$ cat src/rtl/tone_pkg.sv
// Shared constants for the tone generator: note code ranges, the
// half-period table (in divider ticks) and the display decode.
package tone_pkg;

   localparam int NOTE_W = 5;
   localparam logic [NOTE_W-1:0] NOTE_REST = 5'd0;
   localparam logic [NOTE_W-1:0] NOTE_MAX  = 5'd21;

   typedef logic [10:0] half_t;

   // Half period of each note in ticks; index 0 is rest.
   localparam half_t HALF_TAB [0:21] = '{
      11'd0,
      11'd1911, 11'd1703, 11'd1517, 11'd1432, 11'd1276, 11'd1136, 11'd1012,
      11'd956,  11'd851,  11'd758,  11'd716,  11'd638,  11'd568,  11'd506,
      11'd478,  11'd426,  11'd379,  11'd358,  11'd319,  11'd284,  11'd253
   };

   typedef struct packed {
      logic [3:0] code;
      logic [1:0] high;
   } disp_t;

   function automatic logic is_tone(input logic [NOTE_W-1:0] n);
      return (n != NOTE_REST) && (n <= NOTE_MAX);
   endfunction

   // Digit within the octave plus octave flag; codes above NOTE_MAX are rest.
   function automatic disp_t note_decode(input logic [NOTE_W-1:0] n);
      disp_t d;
      d = '0;
      if (!is_tone(n)) begin
         d = '0;
      end else if (n <= 5'd7) begin
         d.code = 4'(n);
         d.high = 2'b01;
      end else if (n <= 5'd14) begin
         d.code = 4'(n - 5'd7);
         d.high = 2'b10;
      end else begin
         d.code = 4'(n - 5'd14);
         d.high = 2'b11;
      end
      return d;
   endfunction

endpackage

$ cat src/rtl/tone_tick_div.sv
// Prescaler: one tick pulse every PRE_DIV clock cycles while enabled.
module tone_tick_div #(
   parameter int PRE_DIV = 12
) (
   input  logic CLK,
   input  logic RST,
   input  logic EN,
   output logic tick
);

   localparam int CW = (PRE_DIV > 1) ? $clog2(PRE_DIV) : 1;
   localparam logic [CW-1:0] LAST = CW'(PRE_DIV - 1);

   logic [CW-1:0] cnt;

   // Count 0..PRE_DIV-1, held at 0 while disabled or in reset.
   always_ff @(posedge CLK) begin
      if (RST || !EN) begin
         cnt <= '0;
      end else if (cnt == LAST) begin
         cnt <= '0;
      end else begin
         cnt <= cnt + CW'(1);
      end
   end

   assign tick = EN && (cnt == LAST);

endmodule

$ cat src/rtl/tone_gen.sv
// Speaker tone generator: registers the ROM note code, divides the tick
// stream by the note's half period to make a square wave, and decodes
// the note for the display stage. The half counter is only reloaded at
// a waveform boundary, so a note change never produces a runt pulse.
module tone_gen
   import tone_pkg::*;
#(
   parameter int PRE_DIV = 12,
   parameter int HALF_W  = 11
) (
   input  logic              CLK,
   input  logic              RST,
   input  logic              EN,
   input  logic [NOTE_W-1:0] NOTE,
   output logic              SPKOUT,
   output logic [3:0]        CODE,
   output logic [1:0]        HIGH
);

   logic [NOTE_W-1:0] note_q;
   logic [NOTE_W-1:0] cur_note;
   logic [HALF_W-1:0] hcnt;
   logic              tick;
   disp_t             disp_d;

   tone_tick_div #(.PRE_DIV(PRE_DIV)) u_tick (
      .CLK  (CLK),
      .RST  (RST),
      .EN   (EN),
      .tick (tick)
   );

   // Input register: note_q follows NOTE every cycle.
   always_ff @(posedge CLK) begin
      if (RST) begin
         note_q <= '0;
      end else begin
         note_q <= NOTE;
      end
   end

   assign disp_d = note_decode(note_q);

   // Registered display decode; keeps tracking NOTE even while EN is low.
   always_ff @(posedge CLK) begin
      if (RST) begin
         CODE <= '0;
         HIGH <= '0;
      end else begin
         CODE <= disp_d.code;
         HIGH <= disp_d.high;
      end
   end

   // Half-period divider: count down on ticks, and at a boundary (hcnt==0)
   // adopt note_q, reload its half period and toggle or silence the output.
   always_ff @(posedge CLK) begin
      if (RST || !EN) begin
         hcnt     <= '0;
         cur_note <= '0;
         SPKOUT   <= 1'b0;
      end else if (tick) begin
         if (hcnt != '0) begin
            // hcnt is only nonzero while a tone is playing.
            if (is_tone(cur_note)) begin
               hcnt <= hcnt - 1'b1;
            end else begin
               hcnt <= '0;
            end
         end else begin
            cur_note <= note_q;
            if (is_tone(note_q)) begin
               hcnt   <= HALF_W'(HALF_TAB[note_q] - 1'b1);
               SPKOUT <= ~SPKOUT;
            end else begin
               hcnt   <= '0;
               SPKOUT <= 1'b0;
            end
         end
      end
   end

endmodule

$ cat config.mk
export PLATFORM = sky130hd
export DESIGN_NAME = tone_gen
export DESIGN_NICKNAME = d
export VERILOG_FILES = /design/src/rtl/tone_pkg.sv /design/src/rtl/tone_tick_div.sv /design/src/rtl/tone_gen.sv
export SDC_FILE = /design/constraint.sdc
export NUM_CORES = 1
export LEC_CHECK = 0
export BUFFER_PORTS_ARGS = -buffer_cell sky130_fd_sc_hd__buf_2
export CORE_MARGIN = 2
export CORE_UTILIZATION = 26
export DETAILED_ROUTE_END_ITERATION = 8
export PLACE_DENSITY_LB_ADDON = 0.3
export SKIP_LAST_GASP = 1
export SYNTH_ARGS = -nofsm -noshare
export SYNTH_HDL_FRONTEND = slang
export SYNTH_HIERARCHICAL = 1
export SYNTH_SLANG_ARGS = --single-unit
$ cat constraint.sdc
create_clock -name CLK -period 7.6 [get_ports CLK]
set_input_delay 1.52 -clock CLK [delete_from_list [all_inputs] [get_ports CLK]]
set_output_delay 1.52 -clock CLK [all_outputs]
set_load 0.05 [all_outputs]
# ---- After elaboration in Yosys (flattened, before gate mapping)
# Memory sizes are Yosys's and may differ from the RTL's.
# Cells that the tools add are included.
dict set report totals {
  mem_count 1
  wordCells 44
  regBits 32
  input_bits 8
  out_inout_bits 7
  romBits 352
  ram_bits 0
  latch_bits 0
}
dict set report op_classes {
  order_cmp 5
  shift 0
  reduce_logical 12
  mux 8
  div_mod_pow 0
  n_eq_ne 1
  add_sub_neg 5
  n_mul 0
  bitwise 4
}
# memory depth word_bits rd rd_clocked_by_memory_dff write_ports line_no
set memory_table {}
lappend memory_table {{(name not given)} 32 11 1 0 0 tone_gen.sv:73} ;# hcnt <= HALF_W'(HALF_TAB[note_q] - 1'b1);
# cell n
set ops {}
lappend ops {{$mux 11} 5}
lappend ops {{$sub 11x1->11 const B} 2}
lappend ops {{$mux 6} 2}
lappend ops {{$reduce_bool 11->1} 1}
lappend ops {{$le 5x5->1 const B} 2}
lappend ops {{$reduce_bool 5->1} 2}
lappend ops {{$ge 6x6->1 const B} 1}
lappend ops {{$not 5->6} 1}
lappend ops {{$le 5x3->1 const B} 1}
lappend ops {{$le 5x4->1 const B} 1}
lappend ops {{$add 4x1->4 const B} 1}
lappend ops {{$eq 4x4->1 const B} 1}
lappend ops {{$reduce_or 2->1} 2}
lappend ops {{$sub 4x3->4 const B} 1}
lappend ops {{$sub 4x4->4 const B} 1}
lappend ops {{$logic_and 1x1->1} 3}
lappend ops {{$not 1->1} 3}
lappend ops {{$reduce_or 3->1} 1}
lappend ops {{$reduce_and 2->1} 1}
lappend ops {{$logic_not 1->1} 1}
lappend ops {{$logic_or 1x1->1} 1}
lappend ops {{$mux 1} 1}

# ---- Logic depth before layout (Yosys ltp)
# Gate-level depths: netlist (run 1).
dict set report logic_depth {
  depth_word 7
  ltp_mapped 11
  ltp_nobuf 10
}

# ---- Hierarchy
# Netlist (run 1), hierarchy kept.
# mod cells_each area_each_um2 seq_area_each_um2 n_inst
set modules_own_cells {}
lappend modules_own_cells {tone_gen 258 1986.9 560.5 1}
lappend modules_own_cells {tone_tick_div 17 167.7 80.1 1}

# ---- Least setup slack after synthesis (run 1)
# No wires, ideal clock.
dict set report synth_timing {
  path_kind {in2reg}
  startpoint {input port EN}
  endpoint {register hcnt[9]}
  slack_ps 4622
  required_ps 7537
  cell_stages 6
  setup_time_ps 63
  arrival_ps 2915
  path_buffers 1
  path_cell_list {nor3b_1 clkbuf_1 inv_1 or3_1 or4_1 nand3_1}
}
dict set report synth_via {
  elab_chain_cells 2
  word_cells_on_any_way 3
  cone_classes {reduce/logical: 3}
}
# element line_no
set synth_rtl {}
lappend synth_rtl {{start, declared} tone_gen.sv:13} ;# input logic EN,
lappend synth_rtl {{$logic_not 1->1} tone_gen.sv:58} ;# if (RST || !EN) begin
lappend synth_rtl {{$logic_or 1x1->1} tone_gen.sv:58}
lappend synth_rtl {{end signal, assigned} tone_gen.sv:66} ;# hcnt <= hcnt - 1'b1;
lappend synth_rtl {{end signal, assigned} tone_gen.sv:73}
lappend synth_rtl {{end, declared} tone_gen.sv:22} ;# logic [HALF_W-1:0] hcnt;
# Several ways; a longest one is shown, not always the timed one.
# A chain may end at the register's enable or synchronous reset.

# ---- Worst setup path after layout (run 1)
dict set report layout_timing {
  startpoint {register note_q[0]}
  endpoint {register hcnt[10]}
}
dict set report layout_via {
  elab_chain_cells 7
  word_cells_on_any_way 10
  cone_classes {add/sub: 1; order compare: 1; mux: 4; bitwise: 1; reduce/logical: 2; memory: 1}
}
# element line_no
set layout_rtl {}
lappend layout_rtl {{start, declared} tone_gen.sv:20} ;# logic [NOTE_W-1:0] note_q;
lappend layout_rtl {{start signal, assigned} tone_gen.sv:36} ;# note_q <= '0;
lappend layout_rtl {{start signal, assigned} tone_gen.sv:38} ;# note_q <= NOTE;
lappend layout_rtl {{$not 5->6 (not written as such)} tone_gen.sv:73}
lappend layout_rtl {{$mem_v2 32x11} n/a}
lappend layout_rtl {{$mux 11 (not written as such) (2 in a row)} tone_gen.sv:73}
lappend layout_rtl {{$sub 11x1->11} tone_gen.sv:73}
lappend layout_rtl {{$mux 11 *} tone_gen.sv:72} ;# if (is_tone(note_q)) begin
lappend layout_rtl {{$mux 11 *} tone_gen.sv:63} ;# if (hcnt != '0) begin
# Every way passes the cells marked *; elsewhere a longest branch is shown, timed or not. The select of a mux whose other input is x is not followed.

==> out/results.tsv, run 1 <==
metric	value	unit
status	completed	
largest net degree at the start of global routing	32	
Syn Nets	296	
DIE WIDTH	95.03	um
Cell Area, Synth	2155	um^2
PwrDens	176.5	nW/um^2
Seq/Total Area, Yosys	29.73	%
Area Overhead vs Synth	12.20	%
top-level I/O count	15	
number of global-route vias before repair	1786	
Syn. warnings	6	
Max Cap Viol	0	
Clock Power Share	40.5	%
Internal	298.2	uW
WP data required	7.83	ns
Final HPWL DP	3833	um
crit path DAT	3.07	ns
peak supply drop	0.0001108	V
Post-Place Cells	379	
via count	1960	
Mapped Cells	275	
drt first pass iters	5	
mean post-synth cell area	7.835	um^2
worst path cell trace	inv_1 > ha_1 > inv_1 > a22o_1 > ha_1 > a21oi_1 > nor4_1 > a311oi_1 > nor2_1	
Yosys reg bits	32	
CP Launch Type	register	
Synth cell types	60	
H-tree Lvls	2	
cts hold-fix bufs	0	
Initial Util	26.49	%
# diodes	0	
Std-Cell Rows	33	
nets@finish	302	
Setup Viol. Count Final	0	
Final Critical Period	2.840	ns
Reg area	640.6	um^2
area of the multi-input gates	1400	um^2
Core Box Area	8134	um^2
Worst path max stage delay	0.69	ns
post-CTS setup buffer count	0	
final core occ	29.72	%
kind of critical path	register to register	
initial antenna violation count	0	
Final GP Congestion	0.8154	
final hold violation count	0	
worst min path class	register to register	
post-route clock period utilization	37.37	%
layout filler cell count	880	
PostCTS Resize Cnt	0	
ys async rst share	0	%
CTS tree	built	
Clock Latency Late Sink	0.29	ns
Design Power	426.7	uW
Leak	0.8907	nW
layout cell share with drive strength beyond 1	12.41	%
Hold Slack	0.4606	ns
Max Buffers Root-to-Sink	2	
initial drt markers	181	
CTS Buf Count	5	
Flop pwr share	41.8	%
setup total negative slack	0	ns
Vias/cell	5.065	
slowest cell on the critical path	dfxtp_1	
NetSw	128.5	uW
DRC violation count after routing	0	
EDFF count, synth	0	
Routed WL per cell	13.60	um
total gr overflow	0	
Worst-Margin Slew	0.7856	ns
PortBufs	14	
Switching Share	30.11	%
overall routed net length	5263	um
crit-path max FO	15	
Final ANT Viol Nets	0	
Die ar.	9031	um^2
clk sink count	32	
Post-Layout Cell Count	387	
chip height	95.03	um
Max Slew Vio Count	0	
Comb power frac	17.7	%
f_max	352.1	MHz
kind of end point of the critical path	register	
Clock Skew	0.005432	ns
CTS Root Cell	clkbuf_8	
top_reg_cell synth	dfxtp_1	
RSZ-0062 raised after global routing	false	
first-pass GRT wire length	8997	um
total track usage	12.70	%
slew margin rel.	47.27	%
clock slew at reported path FFs	0.08	ns
-- through the flow --
step | setup slack (ns) | cell area [um^2]
after floorplan | 4.622 | 2155
after global placement | 4.510 | 2302
after detailed placement | 4.494 | 2302
after CTS | 4.786 | 2417
after global routing | 4.505 | 2417
final | 4.760 | 2417
-- power groups by stage --
stage / clock [mW] / sequential [mW] / combinational [mW]
6_report: 0.173 / 0.178 / 0.0755
5_1_grt: 0.187 / 0.179 / 0.0840
4_1_cts: 0.178 / 0.178 / 0.0757
3_5_place_dp: 0 / 0.182 / 0.0753
3_3_place_gp: 0 / 0.182 / 0.0754
2_1_floorplan: 0 / 0.187 / 0.0518
-- cell families (layout without fill, tap and decap cells) --
logic type / Yosys count / count (layout) / synth area share [%]
multiplexers: 4 / 4 / 1.858
flip-flops: 32 / 32 / 29.73
AND/OR/NAND/NOR: 107 / 107 / 26.71
buffers and inverters: 29 / 36 / 5.517
XOR/XNOR: 10 / 10 / 4.065
AO/OA/AOI/OAI: 80 / 80 / 24.57
adder cells (fa/ha/maj): 13 / 13 / 7.550
-- synthesized netlist by cell type, drive strengths merged, types with 2 or more instances --
cell | count | area (um^2)
a211oi | 4 | 30.03
a21o | 2 | 15.01
a21oi | 24 | 120.1
a22oi | 5 | 37.54
a311oi | 2 | 17.52
a31oi | 2 | 12.51
and2 | 2 | 12.51
buf | 8 | 40.04
clkbuf | 9 | 33.78
dfxtp | 32 | 640.6
ha | 13 | 162.7
inv | 11 | 41.29
mux2i | 4 | 40.04
nand2 | 13 | 51.30
nand2b | 8 | 50.05
nand3 | 7 | 40.04
nand3b | 2 | 15.01
nor2 | 37 | 141.4
nor2b | 11 | 68.82
nor3 | 7 | 35.03
nor3b | 3 | 22.52
nor4 | 4 | 40.04
o2111ai | 2 | 17.52
o211ai | 3 | 22.52
o21ai | 15 | 78.83
o221ai | 3 | 26.28
o22ai | 3 | 18.77
or2 | 3 | 18.77
or3 | 6 | 42.54
or4 | 3 | 26.27
xnor2 | 7 | 61.31
xor2 | 3 | 26.28
-- metal layers --
layer | global-route usage (%) | routed length, um
met1 | 18.43 | 2647
met2 | 18.32 | 2321
met3 | 3.241 | 215
met4 | 3.986 | 78
met5 | 0 | 0
-- final timing paths --
check                              startpoint       endpoint  slack [ns]  cells past startpoint
worst min-delay path            u_tick/cnt[0]  u_tick/cnt[0]        0.46                      1
worst max-delay path                note_q[0]       hcnt[10]        4.76                      9
worst max register to register      note_q[0]       hcnt[10]        4.76                      9
worst min register to register  u_tick/cnt[0]  u_tick/cnt[0]        0.46                      1
-- critical path, delay by kind of cell, from the launching register on --
kind                       cells  cell delay [ns]
AOI/OAI and AO/OA              3             0.41
DFF                            1             0.69
adders and majority gates      2             0.64
and+or+nand+nor                2             0.64
buffers and inverters          2             0.39
-- layout make-up --
class / instances / area share (%)
Multi-Input combinational cell: 214 / 57.92
Sequential cell: 32 / 26.50
Tap cell: 105 / 5.435
Timing Repair Buffer: 16 / 3.520
Clock buffer: 5 / 2.847
Clock inverter: 3 / 1.915
Inverter: 12 / 1.863
-- layout by cell type, fill, tap and decap left out, types with 3 or more instances in the layout --
cell type	count
a211oi_1	4
nand3_1	6
nor2b_1	11
o22ai_1	3
a21oi_1	24
nor4_1	3
inv_1	11
o21ai_0	12
o211ai_1	3
mux2i_1	4
o221ai_1	3
buf_2	14
dfxtp_1	32
or3_1	5
clkbuf_8	5
nand2b_1	8
nor3_1	7
nand2_1	12
xnor2_1	7
a22oi_1	5
ha_1	13
xor2_1	3
nor2_1	36
-- flip-flops by register name, summed over array words and instances, names as in the netlist --
register    count
note_q          5
HIGH            2
SPKOUT          1
CODE            4
hcnt           11
cur_note        5
u_tick/cnt      4
(Power assumes the default switching activity.)
==> inputs of run 2 (changes only) <==
- ABC_AREA: unset -> 1
- clock period: 7.6 -> 2.4 ns (I/O delays scaled with it)
==> run 2 against run 1 <==
  * Critical path depth grew 5
  * Power grew to 3.2 times the previous value
  * Clock skew rose by 0.0052 ns
  * Critical endpoint is now hcnt[8]
==> out/results.tsv, run 2 <==
metric	value	unit	change
Area Overhead vs Synth	12.58	%	
H-tree Lvls	2		unchanged
initial antenna violation count	0		unchanged
RSZ-0062 raised after global routing	false		
Comb power frac	22.2	%	+4.5 points
CP Launch Type	register		
Synth cell types	38		-37%
Reg-to-Reg Start	note_q[0]		
Clock Latency Late Sink	0.28	ns	about the same
kind of critical path	register to register		
area of the multi-input gates	1489	um^2	+6.3%
total track usage	12.62	%	-0.077 points
Hold Slack	0.4019	ns	-0.05873 ns
Syn. warnings	6		unchanged
final hold violation count	0		unchanged
synthesized-area fraction occupied by and/or/nand/nor cells	34.74	%	+8.0 points
Max Cap Viol	0		unchanged
cell mode on critical path	nand2_1		
WP data required	2.62	ns	-5.21 ns
adder-cell share of the synthesized area	7.368	%	-0.18 points
Internal	948.9	uW	+220%
CTS tree	built		
main combinational cell family by area after synthesis	simple AND/OR/NAND/NOR gates		
clock slew at reported path FFs	0.07	ns	about the same
Core Box Area	8806	um^2	+8.3%
DRC violation count after routing	0		unchanged
Top Registers	hcnt (11), cur_note (5), note_q (5)		
post-synth top area share	26.95	%	-2.8 points
PwrDens	512.2	nW/um^2	+190%
Std-Cell Rows	34		+3.0%
CP Buf/Inv Count	3		+1
total gr overflow	0		unchanged
Reg area	640.6	um^2	unchanged
Initial Util	27.00	%	+0.51 points
slew margin rel.	70.40	%	+23 points
Worst Slack Setup Final	0.3329	ns	-4.427 ns
design area	2676	um^2	+11%
post-CTS setup buffer count	0		unchanged
ys async rst share	0	%	unchanged
nets@finish	395		+31%
Vias/cell	4.683		-7.5%
worst path cell trace	inv_1 > ha_1 > nand2_1 > o21ai_1 > a21oi_2 > ha_1 > inv_1 > nand2_1 > nand2_2 > inv_2 > nand2_1 > nand2_1 > nand2_1 > a21oi_2		
XOR/XNOR share of the synthesized area	4.053	%	-0.012 points
Routed WL per cell	12.12	um	-11%
post-place setup slack	0.3290	ns	-4.165 ns
PortBufs	14		unchanged
cell area after placement	2569	um^2	+12%
Final Critical Period	2.067	ns	-0.7729 ns
Cell Area, Synth	2377	um^2	+10%
CTS Root Cell	clkbuf_8		
CTS Buf Count	5		unchanged
Final HPWL DP	4597	um	+20%
setup total negative slack	0	ns	unchanged
Max Buffers Root-to-Sink	2		unchanged
Clock Skew	0.01064	ns	+0.005204 ns
top cells by count, synth	nand2_1, nor2_1, inv_1		
top cell type by total area after synthesis	dfxtp_1		
Worst path top cell family by delay	adder cells		
worst min path class	input port to register		
Design Power	1.371	mW	+220%
crit-path max FO	7		-8
Seq/Total Area, Yosys	26.95	%	-2.8 points
CP startpoint	note_q[0]		
PostCTS Resize Cnt	0		unchanged
Leak	1.300	nW	+46%
Syn Nets	375		+27%
mean post-synth cell area	6.735	um^2	-14%
cts hold-fix bufs	0		unchanged
layout cell share with drive strength beyond 1	19.25	%	+6.8 points
chip height	99.62	um	+4.8%
Synth area leaders	dfxtp_1, nand2_1, ha_1		
overall routed net length	5840	um	+11%
top_reg_cell synth	dfxtp_1		
Yosys reg bits	32		unchanged
drt first pass iters	4		-1
initial drt markers	219		+21%
final core occ	30.39	%	+0.67 points
Mapped Cells	353		+28%
number of global-route vias before repair	2120		+19%
EDFF count, synth	0		unchanged
Post-Layout Cell Count	482		+25%
Worst-Margin Slew	0.4434	ns	-0.3422 ns
clk sink count	32		unchanged
status	completed		
Post-Place Cells	474		+25%
most frequent cells in the layout	nand2_1, nor2_1, inv_1		
largest net degree at the start of global routing	17		-47%
Final GP Congestion	0.9288		+14%
top-level I/O count	15		unchanged
peak supply drop	0.0002430	V	+120%
first-pass GRT wire length	10060	um	+12%
number of flip-flops in the largest register	11		unchanged
Clock Power Share	37.1	%	-3.4 points
most common cell after layout, fill and taps aside	nand2_1		
Switching Share	30.78	%	+0.67 points
most frequent cell after synthesis	nand2_1		
# diodes	0		unchanged
Flop pwr share	40.7	%	-1.1 points
Final ANT Viol Nets	0		unchanged
via count	2257		+15%
Biggest register	hcnt		
NetSw	422.0	uW	+230%
Max Slew Vio Count	0		unchanged
slowest cell on the critical path	dfxtp_1		
kind of end point of the critical path	register		
Die ar.	9924	um^2	+9.9%
mux cell area share after synthesis	0	%	-1.9 points
crit path DAT	2.29	ns	-0.78 ns
Worst path max stage delay	0.43	ns	-0.26 ns
layout filler cell count	960		+9.1%
f_max	483.8	MHz	+37%
DIE WIDTH	99.62	um	+4.8%
Synth Area in Compound Gates	16.47	%	-8.1 points
post-route clock period utilization	86.13	%	+49 points
min-delay src	NOTE[2]		
Setup Viol. Count Final	0		unchanged
==> run 2: changes by cell type in the layout (fill, tap and decap cells not counted), sizes merged, moves of 10 or more <==
cell,delta
a21oi,+10
nor2,+12
inv,+34
nand2,+74
o21ai,+15
nand3,+17
nor2b,-11
==> run 2: metal layers <==
| metal | track usage, % | wire, um | up-vias | share of wire [%] |
|---|---|---|---|---|
| li1 | - | - | 1181 | - |
| met3 | 2.741 | 281 | 4 | 4.8 |
| met4 | 2.950 | 46 | 0 | 0.79 |
| met5 | 0 | 0 | - | 0 |
| met2 | 19.44 | 2579 | 49 | 44 |
| met1 | 18.00 | 2932 | 1023 | 50 |
==> run 2: power by group through the flow <==
stage | Combinational [mW] | Clock, mW | Sequential (mW)
6_report | 0.304 | 0.509 | 0.558
5_1_grt | 0.345 | 0.557 | 0.559
4_1_cts | 0.305 | 0.526 | 0.558
3_5_place_dp | 0.304 | 0 | 0.570
3_3_place_gp | 0.306 | 0 | 0.569
2_1_floorplan | 0.211 | 0 | 0.594
==> run 2: layout make-up <==
cell class	instances	area share [%]
clock buffer	6	2.712
clock inverter	2	1.309
inverter	47	6.779
multi-input combinational	266	55.63
sequential	32	23.94
tap	108	5.049
timing repair buffer	21	4.582
==> run 2: worst paths after layout <==
path / end / slack [ns] / cells past startpoint
worst min register to register: cur_note[0] / 0.46 / 2
worst max register to register: hcnt[8] / 0.33 / 14
worst max-delay path: hcnt[8] / 0.33 / 14
worst min-delay path: note_q[2] / 0.40 / 3
==> run 2: logic make-up after synthesis <==
logic type | after synthesis
buffers and inverters | 55
AND/OR/NAND/NOR | 171
adder cells (fa/ha/maj) | 14
flip-flops | 32
XOR/XNOR | 11
AO/OA/AOI/OAI | 70
==> run 2: tightest hold or removal path, cell delays in order <==
cell and delay [ns]:
buf_2 0.07, inv_1 0.03, nor2_1 0.06
==> inputs of run 3 (changes only) <==
- BUFFER_PORTS_ARGS: -buffer_cell sky130_fd_sc_hd__buf_2 -> unset
- DONT_BUFFER_PORTS: unset -> 1
==> run 3 against run 2 <==
  * Power rose by 3.3%
  * Largest cell class unchanged
  * Maximum frequency fell by 0.75%
  * Critical path type unchanged
  * Clock power rose by 11%
  * Critical path depth did not move
==> out/results.tsv, run 3 (synthesis gave the netlist of run 2 again) <==
metric	value	unit	change
status	completed		
post-CTS setup buffer count	0		unchanged
kind of end point of the critical path	register		
number of flip-flops in the largest register	11		unchanged
Worst-Margin Slew	0.5500	ns	+0.1066 ns
DIE WIDTH	99.62	um	unchanged
Final ANT Viol Nets	0		unchanged
cts hold-fix bufs	0		unchanged
top-level I/O count	15		unchanged
cell mode on critical path	nand2_1		
worst path cell trace	inv_1 > ha_1 > nand2_1 > o21ai_1 > a21oi_2 > ha_1 > inv_1 > nand2_1 > nand2_2 > inv_2 > nand2_1 > nand2_1 > nand2_1 > a21oi_2		
Switching Share	29.47	%	-1.3 points
PortBufs	0		-14
CTS tree	built		
Biggest register	hcnt		
number of global-route vias before repair	2119		-0.047%
largest net degree at the start of global routing	17		unchanged
Max Slew Vio Count	0		unchanged
CTS Buf Count	5		unchanged
Flop pwr share	41.1	%	+0.4 points
kind of critical path	register to register		
Max Buffers Root-to-Sink	2		unchanged
H-tree Lvls	2		unchanged
total track usage	12.82	%	+0.19 points
clock slew at reported path FFs	0.07	ns	about the same
layout cell share with drive strength beyond 1	16.39	%	-2.9 points
CTS Root Cell	clkbuf_8		
Top Registers	hcnt (11), cur_note (5), note_q (5)		
Die ar.	9924	um^2	unchanged
Clock Skew	0.005664	ns	-0.004972 ns
cell area after placement	2499	um^2	-2.7%
first-pass GRT wire length	10270	um	+2.1%
RSZ-0062 raised after global routing	false		
Std-Cell Rows	34		unchanged
post-route clock period utilization	86.78	%	+0.65 points
layout filler cell count	961		+0.10%
Area Overhead vs Synth	10.42	%	
DRC violation count after routing	0		unchanged
Initial Util	27.00	%	unchanged
clk sink count	32		unchanged
setup total negative slack	0	ns	unchanged
nets@finish	381		-3.5%
# diodes	0		unchanged
chip height	99.62	um	unchanged
NetSw	417.5	uW	-1.1%
overall routed net length	5841	um	about the same
slowest cell on the critical path	dfxtp_1		
Final GP Congestion	0.9282		about the same
slew margin rel.	63.28	%	-7.1 points
final hold violation count	0		unchanged
initial antenna violation count	0		unchanged
Worst path max stage delay	0.43	ns	about the same
Setup Viol. Count Final	0		unchanged
crit path DAT	2.30	ns	about the same
Clock Latency Late Sink	0.28	ns	about the same
PostCTS Resize Cnt	0		unchanged
design area	2625	um^2	-1.9%
final core occ	29.81	%	-0.58 points
CP Launch Type	register		
Leak	1.246	nW	-4.2%
WP data required	2.62	ns	about the same
drt first pass iters	4		unchanged
Max Cap Viol	0		unchanged
Comb power frac	18.9	%	-3.3 points
via count	2152		-4.7%
Core Box Area	8806	um^2	unchanged
Internal	999.3	uW	+5.3%
crit-path max FO	7		unchanged
worst min path class	input port to register		
Hold Slack	0.2620	ns	-0.1399 ns
PwrDens	539.7	nW/um^2	+5.4%
Routed WL per cell	12.48	um	+3.0%
Vias/cell	4.598		-1.8%
most common cell after layout, fill and taps aside	nand2_1		
peak supply drop	0.0002769	V	+14%
most frequent cells in the layout	nand2_1, nor2_1, inv_1		
total gr overflow	0		unchanged
Final HPWL DP	4507	um	-2.0%
Final Critical Period	2.083	ns	+0.01561 ns
initial drt markers	209		-4.6%
f_max	480.1	MHz	-0.75%
Clock Power Share	40.0	%	+2.9 points
run 3: power by group through the flow:
stage / logic (mW) / clock network [mW] / registers [mW]
global placement: 0.268 / 0 / 0.595
global route: 0.305 / 0.616 / 0.584
detailed placement: 0.267 / 0 / 0.595
finish: 0.268 / 0.566 / 0.583
floorplan: 0.211 / 0 / 0.594
CTS: 0.268 / 0.586 / 0.583
run 3: metal layers:
metal  track usage [%]  vias to the layer above  wire length, um
met5                 0                        -                0
met2             18.45                       50             2455
met3             3.022                        7              269
met1             18.60                      954             3031
met4             4.426                        0               83
li1                  -                     1141                -
run 3: worst max-delay path, delay by kind of cell (launching register included):
kind	cells	cell delay, ns
flops	1	0.43
fa+ha+maj	2	0.54
compound gates	3	0.33
buf+inv	3	0.26
simple gates	6	0.45
run 3: layout make-up:
| class | instances | area [um^2] | area share (%) |
|---|---|---|---|
| multi-input cells | 266 | 1489 | 56.72 |
| flip-flops and latches | 32 | 640.6 | 24.40 |
| inverters | 47 | 181.4 | 6.911 |
| well taps | 108 | 135.1 | 5.148 |
| clock buffers | 7 | 96.34 | 3.670 |
| repair buffers | 7 | 52.55 | 2.002 |
| clock inverters | 1 | 30.03 | 1.144 |
run 3: final timing paths:
kind | start | end | slack [ns] | cells past startpoint
worst max-delay path | note_q[0] | hcnt[8] | 0.32 | 14
worst min-delay path | RST | note_q[2] | 0.26 | 1
worst max register to register | note_q[0] | hcnt[8] | 0.32 | 14
worst min register to register | cur_note[0] | cur_note[0] | 0.47 | 2
run 3: stage by stage:
step / std cells / worst slack [ns] / power [mW]
global route: 468 / 0.09288 / 1.504
CTS: 468 / 0.3138 / 1.436
finish: 468 / 0.3172 / 1.417
floorplan: 353 / 0.3829 / 0.8048
global placement: 460 / 0.4038 / 0.8629
detailed placement: 460 / 0.3318 / 0.8619
